==> src/rtl/port_uart_pkg.sv <==
// Shared encodings and helpers for the port_out-driven UART transmitter.
package port_uart_pkg;

    typedef enum logic [1:0] {
        ST_IDLE  = 2'd0,
        ST_START = 2'd1,
        ST_DATA  = 2'd2,
        ST_STOP  = 2'd3
    } tx_state_e;

    // Bit positions inside the status word returned to the CPU
    localparam int unsigned STAT_FULL  = 0;
    localparam int unsigned STAT_BUSY  = 1;
    localparam int unsigned STAT_EMPTY = 2;
    localparam int unsigned STAT_OVF   = 3;
    localparam int unsigned STAT_ACK   = 8;

    // Request toggle position inside port_out; [7:0] carries the byte
    localparam int unsigned PO_REQ = 8;
    localparam int unsigned BYTE_W = 8;

    // Clocks per bit, truncated
    function automatic int unsigned calc_div(input int unsigned clk_hz, input int unsigned baud);
        return clk_hz / baud;
    endfunction

endpackage

==> src/rtl/sync_fifo.sv <==
// Single-clock FIFO with extra pointer MSB for full/empty detection.
// Read data is presented combinationally from the head entry.
module sync_fifo #(
    parameter int unsigned WIDTH      = 8,
    parameter int unsigned DEPTH_LOG2 = 2
) (
    input  logic             clk,
    input  logic             reset_n,
    input  logic             push,
    input  logic             pop,
    input  logic [WIDTH-1:0] din,
    output logic [WIDTH-1:0] dout,
    output logic             full,
    output logic             empty
);

    localparam int unsigned DEPTH = 1 << DEPTH_LOG2;
    localparam int unsigned PTR_W = DEPTH_LOG2 + 1;

    logic [PTR_W-1:0] wr_ptr_q, wr_ptr_d;
    logic [PTR_W-1:0] rd_ptr_q, rd_ptr_d;
    logic [WIDTH-1:0] mem_q [DEPTH];
    logic             do_push_c;
    logic             do_pop_c;

    assign empty     = (wr_ptr_q == rd_ptr_q);
    assign full      = (wr_ptr_q[PTR_W-1] != rd_ptr_q[PTR_W-1]) &&
                       (wr_ptr_q[PTR_W-2:0] == rd_ptr_q[PTR_W-2:0]);
    assign do_push_c = push && !full;
    assign do_pop_c  = pop && !empty;
    assign dout      = mem_q[rd_ptr_q[PTR_W-2:0]];

    // Pointer advance; push and pop in the same cycle both take effect
    always_comb begin
        wr_ptr_d = wr_ptr_q;
        rd_ptr_d = rd_ptr_q;
        if (do_push_c) wr_ptr_d = wr_ptr_q + PTR_W'(1);
        if (do_pop_c)  rd_ptr_d = rd_ptr_q + PTR_W'(1);
    end

    // Pointer registers
    always_ff @(posedge clk or negedge reset_n) begin
        if (!reset_n) begin
            wr_ptr_q <= '0;
            rd_ptr_q <= '0;
        end else begin
            wr_ptr_q <= wr_ptr_d;
            rd_ptr_q <= rd_ptr_d;
        end
    end

    // Storage array, contents are don't-care until written
    always_ff @(posedge clk) begin
        if (do_push_c) mem_q[wr_ptr_q[PTR_W-2:0]] <= din;
    end

endmodule

==> src/rtl/port_uart_tx.sv <==
// Console output stage: toggle-handshaked byte writes from the CPU port_out
// are queued and sent 8N1 on txd; status/ack word feeds back to port_in.
module port_uart_tx
    import port_uart_pkg::*;
#(
    parameter int unsigned WIDTH_REG       = 32,
    parameter int unsigned CLK_HZ          = 50000000,
    parameter int unsigned BAUD            = 115200,
    parameter int unsigned FIFO_DEPTH_LOG2 = 2
) (
    input  logic                 clk,
    input  logic                 reset_n,
    input  logic [WIDTH_REG-1:0] port_out,
    output logic [WIDTH_REG-1:0] status,
    output logic                 txd
);

    // WIDTH_REG must be >= 10 and DIV >= 2 for the framing below to hold
    localparam int unsigned DIV   = calc_div(CLK_HZ, BAUD);
    localparam int unsigned CNT_W = (DIV > 1) ? $clog2(DIV) : 1;
    localparam logic [CNT_W-1:0] CNT_LAST = CNT_W'(DIV - 1);

    logic              req_prev_q;
    logic              ack_q;
    logic              ovf_q;
    logic              new_req_c;
    logic              pop_c;
    logic [BYTE_W-1:0] fifo_dout;
    logic              fifo_full;
    logic              fifo_empty;

    tx_state_e         state_q, state_d;
    logic [CNT_W-1:0]  cnt_q, cnt_d;
    logic [2:0]        bit_q, bit_d;
    logic [BYTE_W-1:0] shift_q, shift_d;
    logic              txd_q, txd_d;
    logic              bit_end_c;

    // Upper port_out bits carry no meaning here
    logic unused_port_bits;
    assign unused_port_bits = ^port_out[WIDTH_REG-1:PO_REQ+1];

    // port_out is already in the clk domain, so a plain edge compare suffices
    assign new_req_c = port_out[PO_REQ] ^ req_prev_q;
    assign bit_end_c = (cnt_q == CNT_LAST);

    sync_fifo #(
        .WIDTH      (BYTE_W),
        .DEPTH_LOG2 (FIFO_DEPTH_LOG2)
    ) u_fifo (
        .clk     (clk),
        .reset_n (reset_n),
        .push    (new_req_c),
        .pop     (pop_c),
        .din     (port_out[BYTE_W-1:0]),
        .dout    (fifo_dout),
        .full    (fifo_full),
        .empty   (fifo_empty)
    );

    // Request edge tracking; ack always follows so software never stalls
    always_ff @(posedge clk or negedge reset_n) begin
        if (!reset_n) begin
            req_prev_q <= 1'b0;
            ack_q      <= 1'b0;
            ovf_q      <= 1'b0;
        end else begin
            req_prev_q <= port_out[PO_REQ];
            if (new_req_c) begin
                ack_q <= port_out[PO_REQ];
                if (fifo_full) ovf_q <= 1'b1;
            end
        end
    end

    // Frame sequencer; txd_d reflects the current state so txd lags it by one cycle
    always_comb begin
        state_d = state_q;
        cnt_d   = cnt_q;
        bit_d   = bit_q;
        shift_d = shift_q;
        txd_d   = 1'b1;
        pop_c   = 1'b0;
        if (state_q != ST_IDLE) begin
            cnt_d = bit_end_c ? '0 : cnt_q + CNT_W'(1);
        end
        case (state_q)
            ST_IDLE: begin
                if (!fifo_empty) begin
                    pop_c   = 1'b1;
                    shift_d = fifo_dout;
                    cnt_d   = '0;
                    state_d = ST_START;
                end
            end
            ST_START: begin
                txd_d = 1'b0;
                if (bit_end_c) begin
                    bit_d   = 3'd0;
                    state_d = ST_DATA;
                end
            end
            ST_DATA: begin
                txd_d = shift_q[0];
                if (bit_end_c) begin
                    shift_d = shift_q >> 1;
                    if (bit_q == 3'd7) state_d = ST_STOP;
                    else               bit_d   = bit_q + 3'd1;
                end
            end
            ST_STOP: begin
                if (bit_end_c) state_d = ST_IDLE;
            end
            default: state_d = ST_IDLE;
        endcase
    end

    // Sequencer registers; async reset forces the line idle immediately
    always_ff @(posedge clk or negedge reset_n) begin
        if (!reset_n) begin
            state_q <= ST_IDLE;
            cnt_q   <= '0;
            bit_q   <= 3'd0;
            shift_q <= '0;
            txd_q   <= 1'b1;
        end else begin
            state_q <= state_d;
            cnt_q   <= cnt_d;
            bit_q   <= bit_d;
            shift_q <= shift_d;
            txd_q   <= txd_d;
        end
    end

    assign txd = txd_q;

    // Status word assembly from registered state
    always_comb begin
        status             = '0;
        status[STAT_FULL]  = fifo_full;
        status[STAT_BUSY]  = (state_q != ST_IDLE);
        status[STAT_EMPTY] = fifo_empty;
        status[STAT_OVF]   = ovf_q;
        status[STAT_ACK]   = ack_q;
    end

endmodule

==> config.mk <==
export PLATFORM = sky130hd
export DESIGN_NAME = port_uart_tx
export DESIGN_NICKNAME = d
export VERILOG_FILES = /design/src/rtl/port_uart_pkg.sv /design/src/rtl/sync_fifo.sv /design/src/rtl/port_uart_tx.sv
export SDC_FILE = /design/constraint.sdc
export NUM_CORES = 1
export LEC_CHECK = 0
export CORE_MARGIN = 5
export CORE_UTILIZATION = 25
export CTS_CLUSTER_DIAMETER = 40
export DETAILED_ROUTE_END_ITERATION = 6
export GPL_TIMING_DRIVEN = 0
export PLACE_DENSITY_LB_ADDON = 0.12
export REMOVE_ABC_BUFFERS = 1
export SYNTH_ARGS = -nofsm -noshare
export SYNTH_HDL_FRONTEND = slang
export SYNTH_SLANG_ARGS = --single-unit
==> constraint.sdc <==
create_clock -name clk -period 2.05 [get_ports clk]
set_input_delay 0.41 -clock clk [delete_from_list [all_inputs] [get_ports clk]]
set_output_delay 0.41 -clock clk [all_outputs]
set_load 0.005 [all_outputs]
# After elaboration in Yosys (flattened, before gate mapping)

Memories as Yosys holds them, arrays and structs flattened.
Index checks and enable logic that the tools add are counted.
W data, S select, Z words.

Bits in registers: 32
Memory bits (writable): 32
Output and inout bits: 33
Memories kept: 1

Memories:

| name         | depth | bits a word | read ports | clocked after memory_dff | write ports | line            | source |
|---|---|---|---|---|---|---|---|
| u_fifo.mem_q | 4     | 8           | 1          | 0                        | 1           | sync_fifo.sv:22 | `logic [WIDTH-1:0] mem_q [DEPTH];` |

Add/subtract/negate cells: 4
Equality and inequality tests: 14
Multiplexer cells: 22
Bitwise operators: 1
Reductions and logical operators: 13

Operators by type and width:

| cell                  | number |
|---|---|
| $mux W9               | 4 |
| $mux W8               | 2 |
| $pmux W8 S2           | 1 |
| $ne A2 B2 Y1 const B  | 6 |
| $mux W2               | 5 |
| $add A3 B1 Y3 const B | 3 |
| $add A9 B1 Y9 const B | 1 |
| $eq A9 B9 Y1 const B  | 1 |
| $mux W3               | 3 |
| $pmux W2 S4           | 1 |
| $pmux W3 S2           | 1 |
| $reduce_bool A2 Y1    | 3 |
| $reduce_and A5 Y1     | 1 |
| $eq A2 B2 Y1 const B  | 2 |
| $mux W1               | 4 |
| $reduce_and A4 Y1     | 1 |
| $eq A3 B3 Y1          | 1 |
| $eq A3 B3 Y1 const B  | 1 |
| $logic_and A1 B1 Y1   | 3 |
| $reduce_and A3 Y1     | 1 |
| $eq A2 B1 Y1 const B  | 1 |
| $eq A2 B2 Y1          | 1 |
| $logic_not A1 Y1      | 2 |
| $logic_not A2 Y1      | 1 |
| 4 further kinds       | 4 |

# Longest topological paths before layout

Depth in word-level cells: 6
Gate-level depth with buffers: 8
Depth with buffers taken out: 6

# By module

Synthesis repeated with hierarchy kept, for this count alone.

Cell total of the unflattened synthesis: 286
Area, all modules: 3,442.1 µm²

By module, submodules not included:

| module       | instances | cells each | area an instance (µm²) |
|---|---|---|---|
| port_uart_tx | 1         | 193        | 1,757.9 |
| sync_fifo    | 1         | 93         | 1,684.1 |

# Worst setup path before layout

Ideal clock, no wire load.

Path type: register to register
Start: register cnt_q[1]
End: register shift_q[0]
Arrival time: 1.709 ns
Required time: 1.925 ns
Setup slack: 0.216 ns
Stages on the path, launching flop included: 9
Buffers on the path: 2
Clock period less this slack: 1.834 ns
Cells stage by stage: dfrtp_1 -> inv_1 -> ha_1 -> and4b_1 -> buf_2 -> nand2_1 -> a211o_1 -> buf_6 -> mux2_4

Word-level cells in the longest chain between the ends: 3

RTL lines:

| element                     | line                | source |
|---|---|---|
| from (decl)                 | port_uart_tx.sv:33  | `logic [CNT_W-1:0] cnt_q, cnt_d;` |
| from (signal assigned)      | port_uart_tx.sv:128 | `cnt_q <= cnt_d;` |
| $eq A9 B9 Y1                | port_uart_tx.sv:45  | `assign bit_end_c = (cnt_q == CNT_LAST);` |
| $ne A2 B2 Y1 (no line)      | --                  |  |
| $reduce_and A3 Y1 (no line) | --                  |  |
| to (signal assigned)        | port_uart_tx.sv:130 | `shift_q <= shift_d;` |
| to (decl)                   | port_uart_tx.sv:35  | `logic [BYTE_W-1:0] shift_q, shift_d;` |

Every way passes these cells.
A chain may end at the register's enable or synchronous reset.

# Worst setup path after layout

Start: register state_q[0]
End: output port status[1]

Word-level cells in the longest chain between the ends: 1

RTL lines:

| element                | line                | source |
|---|---|---|
| from (decl)            | port_uart_tx.sv:32  | `tx_state_e state_q, state_d;` |
| from (signal assigned) | port_uart_tx.sv:127 | `state_q <= state_d;` |
| $reduce_bool A2 Y1     | port_uart_tx.sv:141 | `status[STAT_BUSY] = (state_q != ST_IDLE);` |
| to (decl)              | port_uart_tx.sv:14  | `output logic [WIDTH_REG-1:0] status,` |

Every way passes these cells.

==> metrics <==
layout net count 316; CP Class flip-flop to output pin; H-Tree Depth 3; maxcap violations 0; register area 1770 um^2; Final Cycle Share 95.9%; total grt overflow 0; Ports 67; drc violations 0; Total GRT Usage 8.42%; Final Hold Viols 0; Final Slew Violations 0; Reg2Reg Depth 6; Layout Skew 0.00828 ns; site row count 41; Req. time, crit path 1.64 ns; root buffer cell clkbuf_16; EDFF count, synth 32; area delta synth->final 20.6%; Skew-Pair Late Insertion Delay 0.32 ns; Worst VDD drop 0.000535 V; wire per inst 13.0 um; Pleak 1.59 nW; Inserted Clock Buffers 9; Crit path arrival time 1.56 ns; hold buffer count at cts 0; Worst R2R End shift_q[5]$_DFFE_PN0P_; Die X 124 um; sequential area share after synthesis 54.5%; fillers 1280; n_diodes 0; initial antenna violation count 0; dpl cell area 3410 um^2; Slew @ Worst Pin 0.774 ns; Pre-antenna DRT Iters 4; Antenna Nets Post-Route 0; DR vias/cell 4.05; Setup TNS 0 ns; clock sink total 64; CTS tree done; I/O Buffers 16; final WL 5800 um; highest-count cells in the layout ignoring fill and taps edfxtp_1, conb_1, dfrtp_1, nand2_1, clkdlybuf4s50_1; Reg clk slew, reported paths 0.06 ns; class of the worst hold path primary input to async pin; Final Instance Area 3900 um^2; share of layout cells above drive strength 1 23.4%; Die Y 124 um; largest net degree at the start of global routing 33; routed via count 1805; CTS Buffer Depth 2; DIE AREA 15300 um^2; count of final setup violators 0; Worst slew margin 48.4%; synth unique cells 42; Async SR Flop Fraction 50.0%; Tmin final 1.97 ns; RSZ-0062 raised after global routing yes; Synth Area per Inst 13.1 um^2; Synth Register Bits 64; Final HPWL DP 3830 um; area occupied by multi-input gates 1320 um^2; Final Core Density 30.8%; Starting Density 25.5%; routability cong. 0.688; CORE AREA 12700 um^2; reg2reg setup slack 0.10 ns; synth warn 0; pwr/cell area 1530 nW/um^2; Startpoint Class flip-flop; Syn Std Cell Area 3230 um^2; vias in the first global route 1841; outcome complete, no violations; first-pass GRT wire length 9680 um; Worst R2R Start cnt_q[1]$_DFF_PN0_; top fanout value on the critical path 9; FMAX 509 MHz; commonest non-fill, non-tap cell in the layout edfxtp_1; crit path capture type output pin; Min Hold Slack 0.165 ns; commonest register cell after synthesis edfxtp_1; Post-Syn Instances 246; number of DRC markers in iteration 0 73
## sequential cells by signal, indices dropped and copies added (netlist names)
register	cells
ack_q	1
bit_q	3
cnt_q	9
ovf_q	1
req_prev_q	1
shift_q	8
state_q	2
txd	1
u_fifo.mem_q	32
u_fifo.rd_ptr_q	3
u_fifo.wr_ptr_q	3
## repair_timing
action	4_1_cts	5_1_grt
pin swaps	4	1
resized for setup	23	2
setup buffers	7	3
endpoints found under the setup margin	46	19
## worst max-delay path by stage
stage / startpoint / endpoint / slack [ns] / cells past startpoint
2_1_floorplan: state_q[0]$_DFFE_PN0P_ / shift_q[5]$_DFFE_PN0P_ / 0.17 / 5
3_3_place_gp: port_out[8] / u_fifo.mem_q[3][1]$_DFFE_PP_ / -0.49 / 4
3_5_place_dp: port_out[8] / u_fifo.mem_q[3][1]$_DFFE_PP_ / -0.45 / 4
4_1_cts: state_q[1]$_DFFE_PN0P_ / status[1] / 0.002 / 4
5_1_grt: state_q[1]$_DFFE_PN0P_ / state_q[1]$_DFFE_PN0P_ / -0.005 / 6
6_report: state_q[0]$_DFFE_PN0P_ / status[1] / 0.08 / 4
## cell type report
cell class | count | area share, %
timing repair buffer | 26 | 5.84
sequential | 64 | 45.4
clock inverter | 7 | 2.66
clock buffer | 9 | 5.77
multi-input combinational | 158 | 33.9
inverter | 10 | 0.962
tap | 172 | 5.52
## through the flow
step,worst slack [ns],instances,total power [mW]
after global routing,-0.00533,446,6.41
after global placement,-0.485,420,4.00
final,0.0839,446,5.97
after floorplan,0.171,232,3.44
after detailed placement,-0.446,420,4.00
after CTS,0.00219,443,6.03
## Yosys cell counts, types with 4 or more instances
cell	count	share of area, %
nand2_1	16	1.9
a22o_1	4	1.1
ha_1	13	5.0
inv_1	10	1.2
mux4_1	8	6.5
edfxtp_1	32	30
dfrtp_1	31	24
mux2_2	8	2.8
buf_4	32	7.4
a21oi_1	8	1.2
and2_1	5	0.97
o21ai_0	9	1.4
mux2_4	6	2.8
nor2_1	8	0.93
nand3_1	7	1.1
a31oi_1	6	1.2
xnor2_1	6	1.6
## worst max-delay path: stages, from the launching register on
cell and delay [ns]:
dfrtp_1 0.35, inv_1 0.08, ha_4 0.20, inv_1 0.10, clkdlybuf4s50_1 0.51
## metal layers
layer	global-route usage (%)	up-vias	routed length [um]
met2	13.3	37	2750
li1	-	894	-
met5	0	-	0
met4	3.53	0	72
met3	2.59	5	219
met1	10.7	869	2750
## logic make-up after synthesis
| family | after synthesis | synth area share, % |
|---|---|---|
| other cells | 1 | 0.116 |
| buf+inv | 50 | 10.3 |
| flops | 64 | 54.5 |
| simple gates | 49 | 7.74 |
| fa+ha+maj | 13 | 5.03 |
| compound gates | 37 | 7.31 |
| xor+xnor | 10 | 2.94 |
| mux | 22 | 12.1 |
## power breakdown
part / internal [mW] / total [mW] / switching, mW / leakage (nW)
sequential: 1.78 / 2.04 / 0.262 / 0.679
clock: 1.08 / 1.67 / 0.588 / 0.161
combinational: 1.22 / 2.26 / 1.05 / 0.751
Power figures use the tool's default switching activity.
